File: src/rtl/tc_psum_col_packer.sv
// ----------------------------------------------------------------------------
// tc_psum_col_packer
//
// Producer-side packer for the column-oriented partial-sum collector. Takes
// one dense column of M partial sums plus its column index, and emits it as a
// sequence of beats. Each beat has up to NUM_OUT (row, value) lanes, which is
// the sparse col/row/in format the collector consumes. out_valid drives the
// collector's input_en directly.
//
// Optional feature macro: PSUM_PACKER_ZERO_SKIP_EN
//   defined   : only nonzero rows are sent. An all-zero column still produces
//               one beat, with mask 0, rows 0, data 0 and last set.
//   undefined : dense mode. All M rows are sent in M/NUM_OUT full beats.
//
// Ports
//   clk, rst          clock (rising edge); asynchronous active-high reset
//   in_valid/in_ready column handshake; accepted only while idle
//   in_col            column index of the offered column
//   in_data           dense column; row r at [r*DW_DATA +: DW_DATA]
//   out_valid/ready   beat handshake; all out_* are held while stalled
//   out_col           column index of the current beat
//   out_row/out_data  lane row indices / lane values, lane 0 in the LSBs
//   out_mask          lane i carries real data
//   out_last          final beat of the column
//   beat_cnt          consumed beats since reset, saturating at 0xFFFF
// ----------------------------------------------------------------------------
module tc_psum_col_packer #(
    parameter int M       = 16,
    parameter int NUM_OUT = 4,
    parameter int DW_DATA = 8,
    parameter int DW_POS  = 4
) (
    input  logic                         clk,
    input  logic                         rst,
    input  logic                         in_valid,
    output logic                         in_ready,
    input  logic [DW_POS-1:0]            in_col,
    input  logic [M*DW_DATA-1:0]         in_data,
    output logic                         out_valid,
    input  logic                         out_ready,
    output logic [DW_POS-1:0]            out_col,
    output logic [NUM_OUT*DW_POS-1:0]    out_row,
    output logic [NUM_OUT*DW_DATA-1:0]   out_data,
    output logic [NUM_OUT-1:0]           out_mask,
    output logic                         out_last,
    output logic [15:0]                  beat_cnt
);

    localparam logic [0:0] ST_IDLE = 1'b0;
    localparam logic [0:0] ST_EMIT = 1'b1;

    // ------------------------------------------------------------------
    // State
    // ------------------------------------------------------------------
    logic [0:0]                 r_state;
    logic [M*DW_DATA-1:0]       r_buf;        // latched column values
    logic [M-1:0]               r_pend;       // rows not yet loaded into a beat
    logic                       r_out_valid;
    logic                       r_out_last;
    logic [DW_POS-1:0]          r_out_col;
    logic [NUM_OUT*DW_POS-1:0]  r_out_row;
    logic [NUM_OUT*DW_DATA-1:0] r_out_data;
    logic [NUM_OUT-1:0]         r_out_mask;
    logic [15:0]                r_beat_cnt;

    // ------------------------------------------------------------------
    // Pending set of a freshly offered column
    // ------------------------------------------------------------------
    logic [M-1:0] w_new_pend;

    generate
        for (genvar gi = 0; gi < M; gi++) begin : g_new_pend
`ifdef PSUM_PACKER_ZERO_SKIP_EN
            assign w_new_pend[gi] = |in_data[gi*DW_DATA +: DW_DATA];
`else
            assign w_new_pend[gi] = 1'b1;
`endif
        end
    endgenerate

    // ------------------------------------------------------------------
    // Beat builder
    //
    // There is a single packer. It sees the incoming column while idle,
    // because the first beat is registered on the acceptance edge. It sees
    // the buffered column while emitting, to build each follow-on beat.
    // ------------------------------------------------------------------
    logic [M-1:0]               w_src_pend;
    logic [M*DW_DATA-1:0]       w_src_data;
    logic [NUM_OUT*DW_POS-1:0]  w_lane_row;
    logic [NUM_OUT*DW_DATA-1:0] w_lane_data;
    logic [NUM_OUT-1:0]         w_lane_mask;
    logic [M-1:0]               w_take;
    logic [M-1:0]               w_rest;
    logic                       w_last;
    logic                       w_accept;
    logic                       w_consume;

    assign w_src_pend = (r_state == ST_IDLE) ? w_new_pend : r_pend;
    assign w_src_data = (r_state == ST_IDLE) ? in_data    : r_buf;

    always_comb begin
        int rank;
        w_lane_row  = '0;
        w_lane_data = '0;
        w_lane_mask = '0;
        w_take      = '0;
        rank        = 0;
        // A pending row's rank is the number of pending rows below it.
        // Ranks 0..NUM_OUT-1 fill lanes 0 upward, in ascending row order.
        for (int r = 0; r < M; r++) begin
            for (int i = 0; i < NUM_OUT; i++) begin
                if (w_src_pend[r] && (rank == i)) begin
                    w_lane_row[i*DW_POS +: DW_POS]    = DW_POS'(r);
                    w_lane_data[i*DW_DATA +: DW_DATA] = w_src_data[r*DW_DATA +: DW_DATA];
                    w_lane_mask[i]                    = 1'b1;
                    w_take[r]                         = 1'b1;
                end
            end
            if (w_src_pend[r]) begin
                rank = rank + 1;
            end
        end
        // Unused lanes repeat the previous lane. Because the valid lanes are
        // contiguous from lane 0, this copies the last valid lane so that
        // collector writes stay idempotent. With no valid lanes, everything
        // stays at zero.
        for (int i = 1; i < NUM_OUT; i++) begin
            if (!w_lane_mask[i]) begin
                w_lane_row[i*DW_POS +: DW_POS]    = w_lane_row[(i-1)*DW_POS +: DW_POS];
                w_lane_data[i*DW_DATA +: DW_DATA] = w_lane_data[(i-1)*DW_DATA +: DW_DATA];
            end
        end
    end

    assign w_rest    = w_src_pend & ~w_take;
    assign w_last    = ~|w_rest;
    assign w_accept  = (r_state == ST_IDLE) && in_valid;
    assign w_consume = (r_state == ST_EMIT) && r_out_valid && out_ready;

    // ------------------------------------------------------------------
    // Sequential control
    // ------------------------------------------------------------------
    always_ff @(posedge clk or posedge rst) begin
        if (rst) begin
            r_state     <= ST_IDLE;
            r_buf       <= '0;
            r_pend      <= '0;
            r_out_valid <= 1'b0;
            r_out_last  <= 1'b0;
            r_out_col   <= '0;
            r_out_row   <= '0;
            r_out_data  <= '0;
            r_out_mask  <= '0;
            r_beat_cnt  <= '0;
        end else begin
            if (w_accept) begin
                r_buf       <= in_data;
                r_out_col   <= in_col;
                r_out_row   <= w_lane_row;
                r_out_data  <= w_lane_data;
                r_out_mask  <= w_lane_mask;
                r_out_last  <= w_last;
                r_pend      <= w_rest;
                r_out_valid <= 1'b1;
                r_state     <= ST_EMIT;
            end

            if (w_consume) begin
                if (r_beat_cnt != 16'hFFFF) begin
                    r_beat_cnt <= r_beat_cnt + 16'd1;
                end
                if (r_out_last) begin
                    // No overlap between columns: drop valid for at least
                    // one cycle before the next column can be accepted.
                    r_out_valid <= 1'b0;
                    r_out_last  <= 1'b0;
                    r_state     <= ST_IDLE;
                end else begin
                    r_out_row   <= w_lane_row;
                    r_out_data  <= w_lane_data;
                    r_out_mask  <= w_lane_mask;
                    r_out_last  <= w_last;
                    r_pend      <= w_rest;
                end
            end
        end
    end

    // ------------------------------------------------------------------
    // Outputs
    // ------------------------------------------------------------------
    assign in_ready  = (r_state == ST_IDLE);
    assign out_valid = r_out_valid;
    assign out_col   = r_out_col;
    assign out_row   = r_out_row;
    assign out_data  = r_out_data;
    assign out_mask  = r_out_mask;
    assign out_last  = r_out_last;
    assign beat_cnt  = r_beat_cnt;

endmodule
File: config.mk
export PLATFORM = sky130hd
export DESIGN_NAME = tc_psum_col_packer
export DESIGN_NICKNAME = d
export VERILOG_FILES = /design/src/rtl/tc_psum_col_packer.sv
export SDC_FILE = /design/constraint.sdc
export NUM_CORES = 1
export LEC_CHECK = 0
export ABC_AREA = 1
export CAP_MARGIN = 20
export CORE_MARGIN = 5
export CORE_UTILIZATION = 50
export CTS_BUF_LIST = sky130_fd_sc_hd__clkbuf_4
export CTS_CLUSTER_SIZE = 12
export DETAILED_ROUTE_END_ITERATION = 7
export PLACE_DENSITY = 0.75
export SLEW_MARGIN = 20
export SYNTH_ARGS = -nofsm -noshare
export SYNTH_HDL_FRONTEND = slang
export SYNTH_SLANG_ARGS = --single-unit
File: constraint.sdc
create_clock -name clk -period 11.97 [get_ports clk]
set_input_delay 1.197 -clock clk [delete_from_list [all_inputs] [get_ports clk]]
set_output_delay 1.197 -clock clk [all_outputs]
set_load 0.1 [all_outputs]
* Word level (Yosys, flattened, before mapping)
Index checks and enable logic that the tools add are counted.
Word-level totals: word-level logic and storage cells 442, bits in registers 219
Cells by class: bitwise logic cells 3, multiplexer cells 286, reductions and logical operators 82, equality and inequality tests 46, add/sub/neg operators 15
Operators with widths (number):
- $eq 32x3->1 const B | 30
- $mux 32 | 17
- $mux 8 | 64
- $eq 32x2->1 const B | 15
- $logic_not 32->1 | 15
- $add 32x2->32 const B | 14
- $mux 4 | 62
- $mux 1 | 135
- $mux 128 | 1
- $mux 16 | 7
- $logic_and 1x1->1 | 63
- $add 16x1->16 const B | 1
- $and 16x16->16 | 1
- $ne 16x16->1 const B | 1
- $not 16->16 | 1
- $reduce_or 16->1 | 1
- $reduce_and 2->1 | 1
- $reduce_bool 2->1 | 1
- $logic_not 1->1 | 1
- $not 1->1 | 1

* Logic depth before layout (Yosys ltp)
depth in word-level cells 42, depth in mapped cells 66

* Worst setup path before layout
OpenSTA, ideal clock, no wires.
kind register to register, start register r_state, end register r_out_data[30], in the netlist out_data[30], path slack -367 ps, arrival time 12217 ps, cell stages (with the launch flop) 57, required time 11850 ps, library setup time 120 ps, cells stage by stage dfrtp_1 buf_6 inv_6 buf_2 clkbuf_1 clkbuf_1 buf_1 nor2_1 fa_1 ha_1 or2_1 nand2_1 ha_1 or2_2 nand2_1 ha_1 or2_2 nand2_1 (+21 left out) inv_1 ha_1 inv_1 o21ai_0 inv_1 ha_1 inv_1 o21ai_0 inv_1 nor3_4 nand4_2 buf_2 nand2_1 nand3_1 nand3_1 nand3_1 nand2_1 nand2_1
RTL lines:
- start: declaration | line 55 | logic [0:0] r_state;
- start signal: assignment | line 146 | r_state <= ST_IDLE;
- start signal: assignment | line 166 | r_state <= ST_EMIT;
- start signal: assignment | line 178 | r_state <= ST_IDLE;
- $not 1->1 *
- via in_ready | line 36 | output logic in_ready,
- $logic_and 1x1->1 * | line 138 | assign w_accept = (r_state == ST_IDLE) && in_valid;
- $mux 32 * | line 157 | if (w_accept) begin
- $mux 32 | line 173 | if (r_out_last) begin
- $mux 32 * | line 169 | if (w_consume) begin
- end signal: assignment | line 161 | r_out_data <= w_lane_data;
- end signal: assignment | line 181 | r_out_data <= w_lane_data;
- end: declaration | line 62 | logic [NUM_OUT*DW_DATA-1:0] r_out_data;
Mark *: on every way through the listed nets, which the timed path passes. The rest lies on a longest branch. A chain may end at the register's enable or synchronous reset.

* Worst setup path in the final report
start register r_state, end register r_out_last, in the netlist out_last
On the way: longest elaborated chain between the ends 42
RTL lines:
- $mux 16 | line 99 | assign w_src_pend = (r_state == ST_IDLE) ? w_new_pend : r_pend;
- $mux 1 | line 113, 120
- $add 32x2->32 | line 121 | rank = rank + 1;
- $mux 32 | line 120 | if (w_src_pend[r]) begin
- $add 32x2->32 | line 121
- $mux 32 | line 120
- $add 32x2->32 | line 121
- $mux 32 | line 120
- (+23 left out)
- $logic_and 1x1->1 | line 113 | if (w_src_pend[r] && (rank == i)) begin
- $mux 1 (4 in a row) | line 113
- $not 16->16 | line 136 | assign w_rest = w_src_pend & ~w_take;
- $and 16x16->16 | line 136
- $reduce_or 16->1 | line 137 | assign w_last = ~|w_rest;
- $logic_not 1->1 | line 137
- $mux 1, on equally long branches | line 157, 173
- $mux 1 | line 169
- end signal: assignment | line 163 | r_out_last <= w_last;
- end signal: assignment | line 183 | r_out_last <= w_last;
- end: declaration | line 59 | logic r_out_last;
Several ways; a longest one is shown, not always the timed one. The select of a mux whose other input is x is not followed.

==> results.env <==
SYNTH.TOP_CELLS.BY_AREA='sky130_fd_sc_hd__dfrtp_1 (29%), sky130_fd_sc_hd__nand2_1 (19%), sky130_fd_sc_hd__o21ai_0 (12%)'
SYN_TO_FINAL_GROWTH_PCT=17.2
CPMAXSTAGEDELAYCELL='sky130_fd_sc_hd__fa_2'
DRCVIOLATIONCOUNT=0
WORST_REL_SLEW_SLACK=0.319
CPPEAKSTAGEDELAY_NS=0.64
GLOBAL_ROUTE.OVERFLOW_TOTAL=0
WORST_EP_ARRIVAL_TIME_NS=11.86
POST_DRT_VIA_CELL_RATIO=5.65
GP_CONGESTION=1.02
FINAL.SETUP.TNS_NS=0
AREA_OF_THE_MULTI_INPUT_GATES_UM2=11300
GRT_PASS1_VIAS=20200
FIRST_PASS_GRT_WIRE_LENGTH_UM=107000
DR_TOTAL_VIAS=21300
RSZ0062_AT_GRT='no'
SYNTH_NETS=3237
DIE_WIDTH_UM=204
CRITICAL_PATH_CLASS='flip-flop to flip-flop'
INITIAL_CELL_DENSITY_OF_THE_CORE=0.504
CORE_UM2=37500
HOLD_CRIT_PATH_TYPE='flip-flop to flip-flop'
OUTCOME='complete, no violations'
NUMBER_OF_STANDARD_CELL_ROWS_IN_THE_FLOORPLAN=71
FIN_NETS=3400
CTS_BUFFERS=66
CTS-HTREE-LEVELS=3
IO_PINS=211
CRITICAL_PATH_PEAK_FANOUT=18
MAXCAPVIOLATIONS=0
PORT_BUFFERS=210
REGISTER_AREA_UM2=5480
SYNTH_ASYNC_SR_FLOP_SHARE=1.00
DATA_REQUIRED_TIME_OF_THE_WORST_PATH_NS=12.62
INSERTION_DELAY_NS=0.77
NETLIST_INSTANCES=3045
END_KIND='flip-flop'
CTS_MAX_PATH_BUFFERS=3
NUMBER_OF_FLIP_FLOPS_AND_LATCHES_IN_THE_SYNTHESIZED_NETLIST=219
HOLD_VIOL_FINAL=0
COUNT_OF_FLIP_FLOPS_WITH_A_BUILT_IN_ENABLE_AFTER_SYNTHESIS=0
ROUTE.ANTENNA.REMAINING_NETS=0
SYNTH-SEQ-AREA-SHARE=0.290
AVERAGE_CELL_AREA_AFTER_SYNTHESIS_UM2=6.21
NETLIST_AREA_PRE_PLACE_UM2=18900
GRT_MAX_DEGREE=108
GRT_ANTENNA_BEFORE_REPAIR=2
TRACK_USAGE=0.316
DESIGN.DIE.AREA_UM2=41800
CTS_TREE='done'
FINAL-MAX-SLEW-VIOLATION-COUNT=0
STARTPOINT_TYPE='flip-flop'
FMAX_MHz=89.1
CTS_HOLD_REPAIR.BUFFERS=0
CRITICAL_PATH.MOST_COMMON_CELL='sky130_fd_sc_hd__nand2_1'
FINALCLOCKSKEW_NS=0.0496
DETAIL_ROUTE.WL_PER_CELL_UM=17.9
YOSYSUNIQUECELLTYPES=46
SYNTH.LARGEST_AREA_CELL='sky130_fd_sc_hd__dfrtp_1'
N_FILL_CELL=3771
DIE_Y_EXTENT_UM=204
POST_ROUTE_CELLS_DRIVE_ABOVE_1_SHARE=0.0902
TIMING_WORST_SLEW_PIN_VALUE_NS=1.02
DRT_PRE_ANTENNA_ITERS=7
CTSROOTBUFFERMASTER='sky130_fd_sc_hd__clkbuf_4'
DPL.HPWL_UM=51500
FIN_CRIT_SH=0.937
MIN_PERIOD_NS=11.22
SYNTHDOMINANTCELLAREASHARE=0.290
SYNTH-MAIN-FF-CELL='sky130_fd_sc_hd__dfrtp_1'
FINALSETUPVIOLCOUNT=0
TRITONCTS_NUM_SINKS=219
SYNTH_WARNINGS=0
WIRELENGTH_UM=67400
INITIALDRTVIOLATIONCOUNT=2228
CLOCK_EDGE_TRANSITION_AT_THE_REGISTERS_ON_THE_REPORTED_SETUP_AND_HOLD_PATHS_NS=0.06
[cell families (layout without fill, tap and decap cells)]
logic type / Yosys count / after routing / synth area share
AO/OA/AOI/OAI: 676 / 676 / 0.195
XOR/XNOR: 16 / 16 / 0.00781
adder cells (fa/ha/maj): 56 / 56 / 0.0375
buffers and inverters: 572 / 777 / 0.118
flip-flops: 219 / 219 / 0.290
multiplexers: 1 / 1 / 0.000530
other: 0 / 3 / 0
AND/OR/NAND/NOR: 1505 / 1505 / 0.351
[state kept, by name, summed over array words and instances, names as in the netlist, 4 cells and up]
name	flops
beat_cnt	16
out_col	4
out_data	32
out_mask	4
out_row	16
r_buf	128
r_pend	16
[cell type report]
cell class,count,area share
Timing Repair Buffer,243,0.106
Tap cell,511,0.0289
Clock buffer,98,0.0332
Sequential cell,219,0.247
Antenna cell,3,0.000339
Multi-Input combinational cell,2254,0.509
Inverter,424,0.0727
Clock inverter,12,0.00203
[cells in the mapped netlist (5+ instances only)]
cell	number
sky130_fd_sc_hd__nand2_1	935
sky130_fd_sc_hd__o21ai_0	459
sky130_fd_sc_hd__inv_1	395
sky130_fd_sc_hd__nand3_1	242
sky130_fd_sc_hd__dfrtp_1	219
sky130_fd_sc_hd__nor2_1	120
sky130_fd_sc_hd__clkbuf_1	118
sky130_fd_sc_hd__o211ai_1	93
sky130_fd_sc_hd__nand4_1	65
sky130_fd_sc_hd__ha_1	55
sky130_fd_sc_hd__o21ai_1	49
sky130_fd_sc_hd__nand2_2	47
sky130_fd_sc_hd__a21oi_1	36
sky130_fd_sc_hd__inv_2	21
sky130_fd_sc_hd__nand3_2	21
sky130_fd_sc_hd__or2_2	20
sky130_fd_sc_hd__o22ai_1	18
sky130_fd_sc_hd__nor3_1	13
sky130_fd_sc_hd__nor2_2	12
sky130_fd_sc_hd__buf_2	10
sky130_fd_sc_hd__xor2_1	9
sky130_fd_sc_hd__a31oi_1	8
sky130_fd_sc_hd__buf_1	8
sky130_fd_sc_hd__clkinv_1	7
sky130_fd_sc_hd__nand2_4	7
sky130_fd_sc_hd__buf_4	6
sky130_fd_sc_hd__buf_6	6
sky130_fd_sc_hd__nand3b_1	6
sky130_fd_sc_hd__nor2_4	6
sky130_fd_sc_hd__xnor2_1	6
sky130_fd_sc_hd__a21o_1	5
[worst max-delay path: cells and delay by family, from the launching register on]
family | cells | cell delay (ns)
simple gates | 30 | 5.76
flops | 1 | 0.57
compound gates | 3 | 0.38
fa+ha+maj | 13 | 3.60
buf+inv | 7 | 0.75
[stage by stage]
stage               cells  hold slack, ns  area, um2  worst slack [ns]  utilization
global placement     3643           0.447      21200             0.673        0.566
finish               3764           0.473      22200             0.752        0.591
CTS                  3753           0.474      22000             0.143        0.587
global route         3764           0.489      22200            0.0171        0.591
floorplan            3045           0.434      18900            0.0840            -
detailed placement   3643           0.457      21200             0.199        0.566
[path summary, 6_finish.rpt]
kind | start | to | slack [ns] | cells past startpoint
worst max-delay path | r_state | out_last | 0.75 | 53
worst min-delay path | out_col[0] | out_col[0] | 0.47 | 2
worst max register to register | r_state | out_last | 0.75 | 53
worst min register to register | out_col[0] | out_col[0] | 0.47 | 2
max in group asynchronous | rst | r_pend[2] | 9.73 | 3
min in group asynchronous | rst | r_buf[94] | 0.97 | 2
[repair_timing]
action	CTS	global route
setup buffers	0	8
endpoints found under the setup margin	0	54
resized for setup	0	24
[cells in the final DEF (no fill, tap or decap), types with 2 or more instances in the layout]
cell | netlist | routed
sky130_fd_sc_hd__ha_1 | 55 | 55
sky130_fd_sc_hd__nor4_1 | 4 | 4
sky130_fd_sc_hd__o211ai_1 | 93 | 93
sky130_fd_sc_hd__nand3b_1 | 6 | 6
sky130_fd_sc_hd__clkinv_1 | 7 | 16
sky130_fd_sc_hd__a31oi_1 | 8 | 8
sky130_fd_sc_hd__nor2_4 | 6 | 9
sky130_fd_sc_hd__xnor2_1 | 6 | 6
sky130_fd_sc_hd__nand3_1 | 242 | 240
sky130_fd_sc_hd__a211oi_1 | 4 | 4
sky130_fd_sc_hd__a21o_1 | 5 | 5
sky130_fd_sc_hd__inv_2 | 21 | 21
sky130_fd_sc_hd__a21oi_1 | 36 | 36
sky130_fd_sc_hd__inv_1 | 395 | 394
sky130_fd_sc_hd__clkbuf_4 | 0 | 98
sky130_fd_sc_hd__xor2_1 | 9 | 9
sky130_fd_sc_hd__o22ai_1 | 18 | 18
sky130_fd_sc_hd__clkdlybuf4s50_1 | 0 | 210
sky130_fd_sc_hd__inv_4 | 0 | 3
sky130_fd_sc_hd__nor2_2 | 12 | 12
sky130_fd_sc_hd__nor3_2 | 2 | 2
sky130_fd_sc_hd__nor3_4 | 2 | 2
sky130_fd_sc_hd__nand3_2 | 21 | 20
sky130_fd_sc_hd__o21ai_2 | 1 | 7
sky130_fd_sc_hd__nand2_2 | 47 | 49
sky130_fd_sc_hd__diode_2 | 0 | 3
sky130_fd_sc_hd__o21ai_0 | 459 | 456
sky130_fd_sc_hd__o21ai_1 | 49 | 46
sky130_fd_sc_hd__nor2_1 | 120 | 117
sky130_fd_sc_hd__dfrtp_1 | 219 | 218
sky130_fd_sc_hd__buf_4 | 6 | 32
sky130_fd_sc_hd__nand3_4 | 0 | 3
sky130_fd_sc_hd__nand4_1 | 65 | 65
sky130_fd_sc_hd__nand2_4 | 7 | 8
sky130_fd_sc_hd__nand2_1 | 935 | 932
sky130_fd_sc_hd__or2_2 | 20 | 20
sky130_fd_sc_hd__nor3_1 | 13 | 13
[routing by layer]
layer	routed length, um	vias to the layer above	global-route usage
met2	28500	989	0.467
met1	31400	9887	0.473
met3	6080	118	0.0589
met4	1510	0	0.0871
met5	0	-	0
li1	-	10300	-
Power is not shown: default switching activity piles up to over one toggle a cycle in this logic, so the estimate is an artifact.
